$ cat config.mk
export PLATFORM = sky130hd
export DESIGN_NAME = uart_rx_frontend_flat
export DESIGN_NICKNAME = d
export VERILOG_FILES = /design/src/rtl/uart_pkg.sv /design/src/rtl/uart_rx_frontend_if.sv /design/src/rtl/sync_fifo.sv /design/src/rtl/uart_rx_frontend.sv /design/src/flat_wrapper.sv
export SDC_FILE = /design/constraint.sdc
export NUM_CORES = 1
export LEC_CHECK = 0
export CAP_MARGIN = 20
export CELL_PAD_IN_SITES_DETAIL_PLACEMENT = 1
export CELL_PAD_IN_SITES_GLOBAL_PLACEMENT = 2
export CORE_ASPECT_RATIO = 0.9
export CORE_MARGIN = 2
export CORE_UTILIZATION = 35
export CTS_BUF_LIST = sky130_fd_sc_hd__clkbuf_4 sky130_fd_sc_hd__clkbuf_8
export DETAILED_ROUTE_END_ITERATION = 12
export PLACE_DENSITY_LB_ADDON = 0.1
export SETUP_SLACK_MARGIN = 0.1
export SLEW_MARGIN = 30
export SYNTH_ARGS = -nofsm -noshare
export SYNTH_HDL_FRONTEND = slang
export SYNTH_SLANG_ARGS = --single-unit
$ cat constraint.sdc
create_clock -name clk -period 7.7 [get_ports clk]
set_input_delay 2.31 -clock clk [delete_from_list [all_inputs] [get_ports clk]]
set_output_delay 2.31 -clock clk [all_outputs]
set_load 0.05 [all_outputs]
$ cat src/rtl/uart_pkg.sv
// Shared UART definitions: FSM states, oversampling factor, baud divisor.
package uart_pkg;

  localparam int unsigned OVERSAMPLE = 16;
  localparam int unsigned OS_W       = 4;
  localparam int unsigned BYTE_W     = 8;
  localparam int unsigned BIT_IDX_W  = 3;

  // Receive FSM state encoding
  typedef enum logic [2:0] {
    ST_IDLE      = 3'd0,
    ST_START     = 3'd1,
    ST_DATA      = 3'd2,
    ST_STOP      = 3'd3,
    ST_WAIT_IDLE = 3'd4
  } rx_state_e;

  // Clocks per oversample tick, truncated
  function automatic int unsigned uart_div(input int unsigned clk_freq,
                                           input int unsigned baudrate);
    return clk_freq / (baudrate * OVERSAMPLE);
  endfunction

endpackage

$ cat src/rtl/uart_rx_frontend_if.sv
// Valid/ready byte stream leaving the UART receive front-end.
interface uart_rx_frontend_if;
  import uart_pkg::*;

  logic [BYTE_W-1:0] rx_data;
  logic              rx_valid;
  logic              rx_ready;

  modport master (output rx_data, output rx_valid, input rx_ready);
  modport slave  (input rx_data, input rx_valid, output rx_ready);

endinterface

$ cat src/rtl/sync_fifo.sv
// First-word-fall-through synchronous FIFO; DEPTH must be a power of two >= 2.
module sync_fifo #(
  parameter int unsigned WIDTH = 8,
  parameter int unsigned DEPTH = 4
) (
  input  logic             clk,
  input  logic             reset,
  input  logic             push,
  input  logic [WIDTH-1:0] wr_data,
  input  logic             pop,
  output logic [WIDTH-1:0] rd_data,
  output logic             full,
  output logic             empty
);

  localparam int unsigned AW = $clog2(DEPTH);
  localparam int unsigned PW = AW + 1;

  logic [PW-1:0]    wr_ptr_q, wr_ptr_d;
  logic [PW-1:0]    rd_ptr_q, rd_ptr_d;
  logic [WIDTH-1:0] mem_q [DEPTH];
  logic [WIDTH-1:0] mem_d [DEPTH];
  logic             do_push;
  logic             do_pop;

  // Extra pointer MSB distinguishes full from empty when indices match
  assign empty   = (wr_ptr_q == rd_ptr_q);
  assign full    = (wr_ptr_q[AW] != rd_ptr_q[AW]) &&
                   (wr_ptr_q[AW-1:0] == rd_ptr_q[AW-1:0]);
  assign do_pop  = pop && !empty;
  // A push into a full FIFO is accepted only when a pop frees the slot
  assign do_push = push && (!full || do_pop);
  assign rd_data = mem_q[rd_ptr_q[AW-1:0]];

  // Next pointers and storage contents
  always_comb begin
    wr_ptr_d = wr_ptr_q;
    rd_ptr_d = rd_ptr_q;
    mem_d    = mem_q;
    if (do_push) begin
      mem_d[wr_ptr_q[AW-1:0]] = wr_data;
      wr_ptr_d                = wr_ptr_q + PW'(1);
    end
    if (do_pop) begin
      rd_ptr_d = rd_ptr_q + PW'(1);
    end
  end

  // Pointer and storage registers; storage cleared so the head reads zero after reset
  always_ff @(posedge clk or posedge reset) begin
    if (reset) begin
      wr_ptr_q <= '0;
      rd_ptr_q <= '0;
      for (int i = 0; i < int'(DEPTH); i++) begin
        mem_q[i] <= '0;
      end
    end else begin
      wr_ptr_q <= wr_ptr_d;
      rd_ptr_q <= rd_ptr_d;
      mem_q    <= mem_d;
    end
  end

endmodule

$ cat src/rtl/uart_rx_frontend.sv
// 8N1 UART receiver: synchroniser, 16x oversampling FSM, FWFT byte FIFO, sticky errors.
module uart_rx_frontend
  import uart_pkg::*;
#(
  parameter int unsigned clk_freq   = 32000000,
  parameter int unsigned baudrate   = 9600,
  parameter int unsigned FIFO_DEPTH = 4
) (
  input  logic                      clk,
  input  logic                      reset,
  input  logic                      RX,
  uart_rx_frontend_if.master        rx_if,
  output logic                      frame_err,
  output logic                      overrun,
  input  logic                      err_clr,
  output logic                      rx_busy
);

  localparam int unsigned DIV     = uart_div(clk_freq, baudrate);
  localparam int unsigned CNT_W   = (DIV > 1) ? $clog2(DIV) : 1;
  localparam logic [CNT_W-1:0] CNT_MAX   = CNT_W'(DIV - 1);
  localparam logic [OS_W-1:0]  OS_SAMPLE = OS_W'(7);

  logic                 sync1_q, rxs_q, rxs_prev_q;
  rx_state_e            state_q, state_d;
  logic [CNT_W-1:0]     cnt_q, cnt_d;
  logic [OS_W-1:0]      os_q, os_d;
  logic [BIT_IDX_W-1:0] bit_idx_q, bit_idx_d;
  logic [BYTE_W-1:0]    shift_q, shift_d;
  logic                 frame_err_q, frame_err_d;
  logic                 overrun_q, overrun_d;
  logic                 rx_busy_q, rx_busy_d;

  logic                 tick;
  logic                 sample;
  logic                 fall;
  logic                 push;
  logic                 fe_set;
  logic                 pop;
  logic                 fifo_full;
  logic                 fifo_empty;
  logic [BYTE_W-1:0]    fifo_rd_data;

  assign tick   = (cnt_q == CNT_MAX);
  assign sample = tick && (os_q == OS_SAMPLE);
  assign fall   = rxs_prev_q && !rxs_q;
  assign pop    = rx_if.rx_ready && !fifo_empty;

  // Two-flop synchroniser plus edge-detect history, all idling high
  always_ff @(posedge clk or posedge reset) begin
    if (reset) begin
      sync1_q    <= 1'b1;
      rxs_q      <= 1'b1;
      rxs_prev_q <= 1'b1;
    end else begin
      sync1_q    <= RX;
      rxs_q      <= sync1_q;
      rxs_prev_q <= rxs_q;
    end
  end

  // Receive FSM next state, tick/oversample counters and shift register
  always_comb begin
    state_d   = state_q;
    cnt_d     = tick ? '0 : cnt_q + CNT_W'(1);
    os_d      = tick ? os_q + OS_W'(1) : os_q;
    bit_idx_d = bit_idx_q;
    shift_d   = shift_q;
    push      = 1'b0;
    fe_set    = 1'b0;
    unique case (state_q)
      ST_IDLE: begin
        // Counters held at zero so the start bit is timed from its edge
        cnt_d     = '0;
        os_d      = '0;
        bit_idx_d = '0;
        if (fall) begin
          state_d = ST_START;
        end
      end
      ST_START: begin
        if (sample) begin
          state_d = rxs_q ? ST_IDLE : ST_DATA;
        end
      end
      ST_DATA: begin
        if (sample) begin
          shift_d = {rxs_q, shift_q[BYTE_W-1:1]};
          if (bit_idx_q == BIT_IDX_W'(7)) begin
            state_d = ST_STOP;
          end else begin
            bit_idx_d = bit_idx_q + BIT_IDX_W'(1);
          end
        end
      end
      ST_STOP: begin
        if (sample) begin
          if (rxs_q) begin
            push    = 1'b1;
            state_d = ST_IDLE;
          end else begin
            fe_set  = 1'b1;
            state_d = ST_WAIT_IDLE;
          end
        end
      end
      ST_WAIT_IDLE: begin
        // A break stays here until the line recovers, giving one error per break
        if (rxs_q) begin
          state_d = ST_IDLE;
        end
      end
      default: begin
        state_d = ST_IDLE;
      end
    endcase
  end

  // Sticky flags (set beats clear) and busy indicator
  always_comb begin
    frame_err_d = fe_set || (frame_err_q && !err_clr);
    overrun_d   = (push && fifo_full && !pop) || (overrun_q && !err_clr);
    rx_busy_d   = (state_d != ST_IDLE);
  end

  // FSM, datapath and flag registers
  always_ff @(posedge clk or posedge reset) begin
    if (reset) begin
      state_q     <= ST_IDLE;
      cnt_q       <= '0;
      os_q        <= '0;
      bit_idx_q   <= '0;
      shift_q     <= '0;
      frame_err_q <= 1'b0;
      overrun_q   <= 1'b0;
      rx_busy_q   <= 1'b0;
    end else begin
      state_q     <= state_d;
      cnt_q       <= cnt_d;
      os_q        <= os_d;
      bit_idx_q   <= bit_idx_d;
      shift_q     <= shift_d;
      frame_err_q <= frame_err_d;
      overrun_q   <= overrun_d;
      rx_busy_q   <= rx_busy_d;
    end
  end

  sync_fifo #(
    .WIDTH (BYTE_W),
    .DEPTH (FIFO_DEPTH)
  ) u_fifo (
    .clk     (clk),
    .reset   (reset),
    .push    (push),
    .wr_data (shift_q),
    .pop     (pop),
    .rd_data (fifo_rd_data),
    .full    (fifo_full),
    .empty   (fifo_empty)
  );

  assign rx_if.rx_data  = fifo_rd_data;
  assign rx_if.rx_valid = !fifo_empty;
  assign frame_err      = frame_err_q;
  assign overrun        = overrun_q;
  assign rx_busy        = rx_busy_q;

endmodule

$ cat src/flat_wrapper.sv
// flat-port wrapper written by rule: the top's interface ports become plain ports
module uart_rx_frontend_flat import uart_pkg::*;
#(
  parameter int unsigned clk_freq   = 32000000,
  parameter int unsigned baudrate   = 9600,
  parameter int unsigned FIFO_DEPTH = 4
)
  (clk, reset, RX, frame_err, overrun, err_clr, rx_busy, rx_if_rx_data, rx_if_rx_valid, rx_if_rx_ready);
  uart_rx_frontend_if rx_if_i ();
  input  logic clk;
  input  logic reset;
  input  logic RX;
  output logic frame_err;
  output logic overrun;
  input  logic err_clr;
  output logic rx_busy;
  output wire logic [$bits(rx_if_i.rx_data)-1:0] rx_if_rx_data;
  output wire logic [$bits(rx_if_i.rx_valid)-1:0] rx_if_rx_valid;
  input wire logic [$bits(rx_if_i.rx_ready)-1:0] rx_if_rx_ready;
  assign rx_if_rx_data = rx_if_i.rx_data;
  assign rx_if_rx_valid = rx_if_i.rx_valid;
  assign rx_if_i.rx_ready = rx_if_rx_ready;
  uart_rx_frontend #(.clk_freq(clk_freq), .baudrate(baudrate), .FIFO_DEPTH(FIFO_DEPTH)) u_core (.clk(clk), .reset(reset), .RX(RX), .rx_if(rx_if_i), .frame_err(frame_err), .overrun(overrun), .err_clr(err_clr), .rx_busy(rx_busy));
endmodule
; Word level (Yosys, flattened, before mapping)
; Index checks and enable logic that the tools add are counted.
[totals]
output_inout_bits = 12
in_bits = 5
ff_bits = 70
[op_classes]
mux = 28
n_addsub = 5
reduce_logical = 25
magnitude_cmp = 3
n_eq_ne = 12
bitwise = 2
[ops]
columns = operator, n
row1 = 2-to-1 mux 8 bit, 5
row2 = bitwise mux 32 bit, 1
row3 = 2-to-1 mux 3 bit, 9
row4 = binary-select mux 8 bit (select 2 bit), 1
row5 = demux 8 bit (select 2 bit), 1
row6 = one-hot mux 3 bit (5 select lines), 1
row7 = logical AND 1 bit, 11
row8 = "adder 3 x 1 -> 3 bit, second input constant", 3
row9 = "adder 8 x 1 -> 8 bit, second input constant", 1
row10 = "equality test 8 bit, second input constant", 1
row11 = 2-to-1 mux 4 bit, 2
row12 = "equality test 3 x 2 -> 1 bit, second input constant", 2
row13 = "equality test 3 bit, second input constant", 2
row14 = "greater-or-equal comparator 3 bit, second input constant", 2
row15 = 2-to-1 mux 1 bit, 6
row16 = inverter 2 -> 3 bit, 2
row17 = one-hot mux 3 bit (2 select lines), 1
row18 = zero test 1 bit, 5
row19 = "adder 4 x 1 -> 4 bit, second input constant", 1
row20 = "equality test 4 x 3 -> 1 bit, second input constant", 1
row21 = nonzero test 2 bit, 2
row22 = "equality test 3 x 1 -> 1 bit, second input constant", 1
row23 = equality test 3 bit, 1
row24 = zero test 3 bit, 1
row25 = 10 further kinds, 12

; Depth between registers and ports, before layout
[logic_depth]
word_depth = 7
mapped_depth = 7
mapped_depth_nobuf = 5

; Hierarchy
; From an unflattened synthesis, not the netlist that was laid out.
[hier_totals]
cells_unflattened = 235
area_unflattened_um2 = 3358.2
[modules_own_cells]
columns = module, area_per_inst_um2, cells_each, n_inst
row1 = sync_fifo, 1905.6, 112, 1
row2 = uart_rx_frontend, 1452.6, 123, 1

; Worst setup path before layout
; OpenSTA, ideal clock, no wires.
[synth_path]
kind = input-to-reg
start = in rx_if_rx_ready
end = reg u_core.u_fifo.mem_q[0] in the netlist's numbering
t_arrival_ps = 3575
n_path_buf = 2
required_time_ps = 7575
path_stages = 5
setup_slack_ps = 4000
path_cell_list = or4b_4 buf_6 and3_1 buf_6 mux2_4
[synth_between]
elab_chain_cells = 4
[synth_lines]
columns = element, line
row1 = "start, declared", flat_wrapper.sv:19  ; input wire logic [$bits(rx_if_i.rx_ready)-1:0] rx_if_rx_ready;
row2 = logical AND 1 bit, uart_rx_frontend.sv:47  ; assign pop = rx_if.rx_ready && !fifo_empty;
row3 = logical AND 1 bit, sync_fifo.sv:30  ; assign do_pop = pop && !empty;
row4 = logical OR 1 bit, sync_fifo.sv:32  ; assign do_push = push && (!full || do_pop);
row5 = logical AND 1 bit, sync_fifo.sv:32
row6 = "end signal, assigned", sync_fifo.sv:60  ; mem_q <= mem_d;
row7 = "end, declared", sync_fifo.sv:21  ; logic [WIDTH-1:0] mem_q [DEPTH];
; Every way passes these cells.
; A chain may end at the register's enable or synchronous reset.

; Final worst setup path
[layout_path]
start = reg u_core.u_fifo.rd_ptr_q[0]
end = out rx_if_rx_data[4]
[layout_between]
elab_chain_cells = 4
[layout_lines]
columns = element, line
row1 = "start, declared", sync_fifo.sv:20  ; logic [PW-1:0] rd_ptr_q, rd_ptr_d;
row2 = "start signal, assigned", sync_fifo.sv:59  ; rd_ptr_q <= rd_ptr_d;
row3 = inverter 2 -> 3 bit (not written as such), sync_fifo.sv:33  ; assign rd_data = mem_q[rd_ptr_q[AW-1:0]];
row4 = binary-select mux 8 bit (select 2 bit), sync_fifo.sv:33
row5 = 2-to-1 mux 8 bit (not written as such) (2 in series), sync_fifo.sv:33
row6 = "end, declared", flat_wrapper.sv:17  ; output wire logic [$bits(rx_if_i.rx_data)-1:0] rx_if_rx_data;
; Every way passes these cells. The select of a mux whose other input is x is not followed.

==> metrics <==
outcome finished, final reports clean; Worst setup EP type output port; DRC 0; CP Data Required Time 5.39 ns; Layout fillers 952; First-pass DRT Iterations 4; core area 9084 um^2; critical path class register to output port; Die W 105.9 um; Mapped Nets 250; initial antenna violation count 0; synthesis-stage register bit count 70; YS warnings 0; H-tree depth 3; Final Net Count 270; Setup violations, final 0; worst hold slack 0.3581 ns; post-CTS setup buffers 0; CTS tree done; starting density of the core 35.99%; setup tns final 0 ns; Clock Latency Late Sink 0.34 ns; clock skew 0.01215 ns; routability cong. 0.6765; VDD IR max 0.09290 mV; Hold-fix buffers, CTS 0; Synth top area share 51.28%; Synth Cell Area 3269 um^2; Synth area leaders dfrtp_1 51%, mux2_2 12%, mux4_1 6.4%; die area 10,130 um^2; period utilization 61.85%; vias post-DR 1,913; CP Launch Type register; P&R area growth vs syn 15.65%; wire length per cell 16.75 um; vias per cell 4.995; FMAX 210.0 MHz; Post-synth EDFFs 0; n_diodes 0; post-synth top area cell dfrtp_1; top_reg_cell synth dfrtp_1; most frequent cell after synthesis dfrtp_1; Final Instance Area 3781 um^2; largest net degree at the start of global routing 71; WL final 6417 um; Async S/R FF share, synth 100.0%; leakage power 1.777 nW; crit path time final 4.763 ns; vias in the first global route 2,060; Post-DRT Antenna Nets 0; Die Span Y 95.69 um; sequential share of the synthesized area 53.69%; Distinct cells, synth 40; Max Slew Vio Count 0; Placed Area 3533 um^2; unrepaired setup endpoints after global routing false; GR Overflow Total 0; placed wire-length estimate 4200 um; Arr. time, crit path 2.45 ns; CTS sink cnt 70; clock slew at reported path FFs 0.08 ns; worst slew pin tran 0.7208 ns; CTS max path bufs 2; input/output buffers 16; Hold Path Class register to register; post-cts resize count 0; num rows 33; share of post-route cells with drive strength above 1 26.82%; Final Hold Violating Endpoints 0; Mapped Cells 236; All-Layer GR Usage 14.29%; clock root cell clkbuf_8; mean post-synth cell area 13.85 um^2; Num CTS Buffers 9; max-cap check violation count 0; Slew HR 51.95%; DRT iter0 DRCs 28; I/O pin total 17; worst-path fanout max 11; Cell Pwr Density 215.0 nW/um^2; commonest cells in the netlist 67 x dfrtp_1, 34 x mux2_2, 15 x nor2_1; first-pass GRT wire length 10,980 um
==> stage by stage <==
step	util, %	total power (W)	std cells	worst slack, ns
floorplan	-	0.0004407	236	3.627
global placement	38.90	0.0004577	367	3.310
detailed placement	38.90	0.0004583	367	3.304
CTS	41.58	0.0008296	383	2.914
global route	41.63	0.0008540	383	2.853
finish	41.63	0.0008130	383	2.937
==> power by group <==
part | switching [W] | total (W) | internal, W | leakage (nW)
registers | 0.0000150 | 0.000398 | 0.000383 | 0.953
logic | 0.0000295 | 0.0000514 | 0.0000219 | 0.704
clock network | 0.000147 | 0.000364 | 0.000216 | 0.120
==> state kept, by name, summed over array words and instances (netlist names) <==
register / cells
u_core.rx_busy: 1
u_core.bit_idx_q: 3
u_core.os_q: 4
u_core.u_fifo.wr_ptr_q: 3
u_core.shift_q: 8
u_core.cnt_q: 8
u_core.rxs_prev_q: 1
u_core.u_fifo.rd_ptr_q: 3
u_core.sync1_q: 1
u_core.u_fifo.mem_q: 32
u_core.rxs_q: 1
u_core.state_q: 3
u_core.frame_err: 1
u_core.overrun: 1
==> cell type report <==
type                            instances  area (um^2)  area share, %
Inverter                                7        26.28         0.6949
Timing Repair Buffer                   18        178.9          4.732
Tap cell                              122        152.6          4.037
Clock buffer                            9        123.9          3.276
Clock inverter                          7        120.1          3.177
Sequential cell                        70         1755          46.43
Multi-Input combinational cell        150         1424          37.66
==> layout by cell type, fill, tap and decap left out, types with 2 or more instances in the layout <==
| cell | count |
|---|---|
| ha_1 | 9 |
| clkbuf_8 | 9 |
| and3_1 | 2 |
| bufinv_16 | 3 |
| mux2_4 | 8 |
| xnor2_1 | 9 |
| nand2_1 | 6 |
| nand3b_1 | 2 |
| o211ai_1 | 2 |
| nor3_1 | 4 |
| mux4_1 | 8 |
| mux2_2 | 34 |
| xor2_1 | 7 |
| o21ai_0 | 4 |
| nand3_2 | 3 |
| dfstp_2 | 3 |
| or4_1 | 2 |
| nand4_1 | 2 |
| nor2b_1 | 2 |
| inv_1 | 6 |
| dfrtp_1 | 67 |
| nor2_1 | 15 |
| a21oi_1 | 2 |
| or3_1 | 3 |
| nand3_1 | 11 |
| clkdlybuf4s50_1 | 16 |
==> layer usage <==
metal | vias to the layer above | part of all wire [%] | GRT usage [%]
met1 | 984 | 52 | 20.69
met5 | - | 0 | 0
met4 | 0 | 1.5 | 4.934
met2 | 23 | 44 | 21.13
li1 | 896 | - | -
met3 | 10 | 2.6 | 3.385
==> worst paths after layout <==
check	from	end	slack, ns	cells past startpoint
max in group asynchronous	reset	u_core.state_q[2]$_DFF_PP0_	4.77	3
hold / removal	u_core.sync1_q$_DFF_PP1_	u_core.rxs_q$_DFF_PP1_	0.36	0
setup reg to reg	u_core.rxs_q$_DFF_PP1_	u_core.u_fifo.mem_q[5]$_DFFE_PP0P_	5.21	4
hold reg to reg	u_core.sync1_q$_DFF_PP1_	u_core.rxs_q$_DFF_PP1_	0.36	0
setup / recovery	u_core.u_fifo.rd_ptr_q[0]$_DFFE_PP0P_	rx_if_rx_data[4]	2.94	2
min in group asynchronous	reset	u_core.cnt_q[1]$_DFF_PP0_	2.43	3
==> critical path, stage by stage, from the launching register on <==
cell and delay [ns]:
dfrtp_1 0.74, mux4_1 0.65, clkdlybuf4s50_1 0.72
==> cells by family after synthesis <==
kind of cell / count (synthesis) / share of synthesized area (%)
XOR/XNOR: 16 / 4.286
buffers and inverters: 16 / 2.756
flip-flops: 70 / 53.69
AND/OR/NAND/NOR: 61 / 11.10
multiplexers: 51 / 22.12
adder cells (fa/ha/maj): 9 / 3.444
AO/OA/AOI/OAI: 13 / 2.603
(Power assumes the default switching activity.)
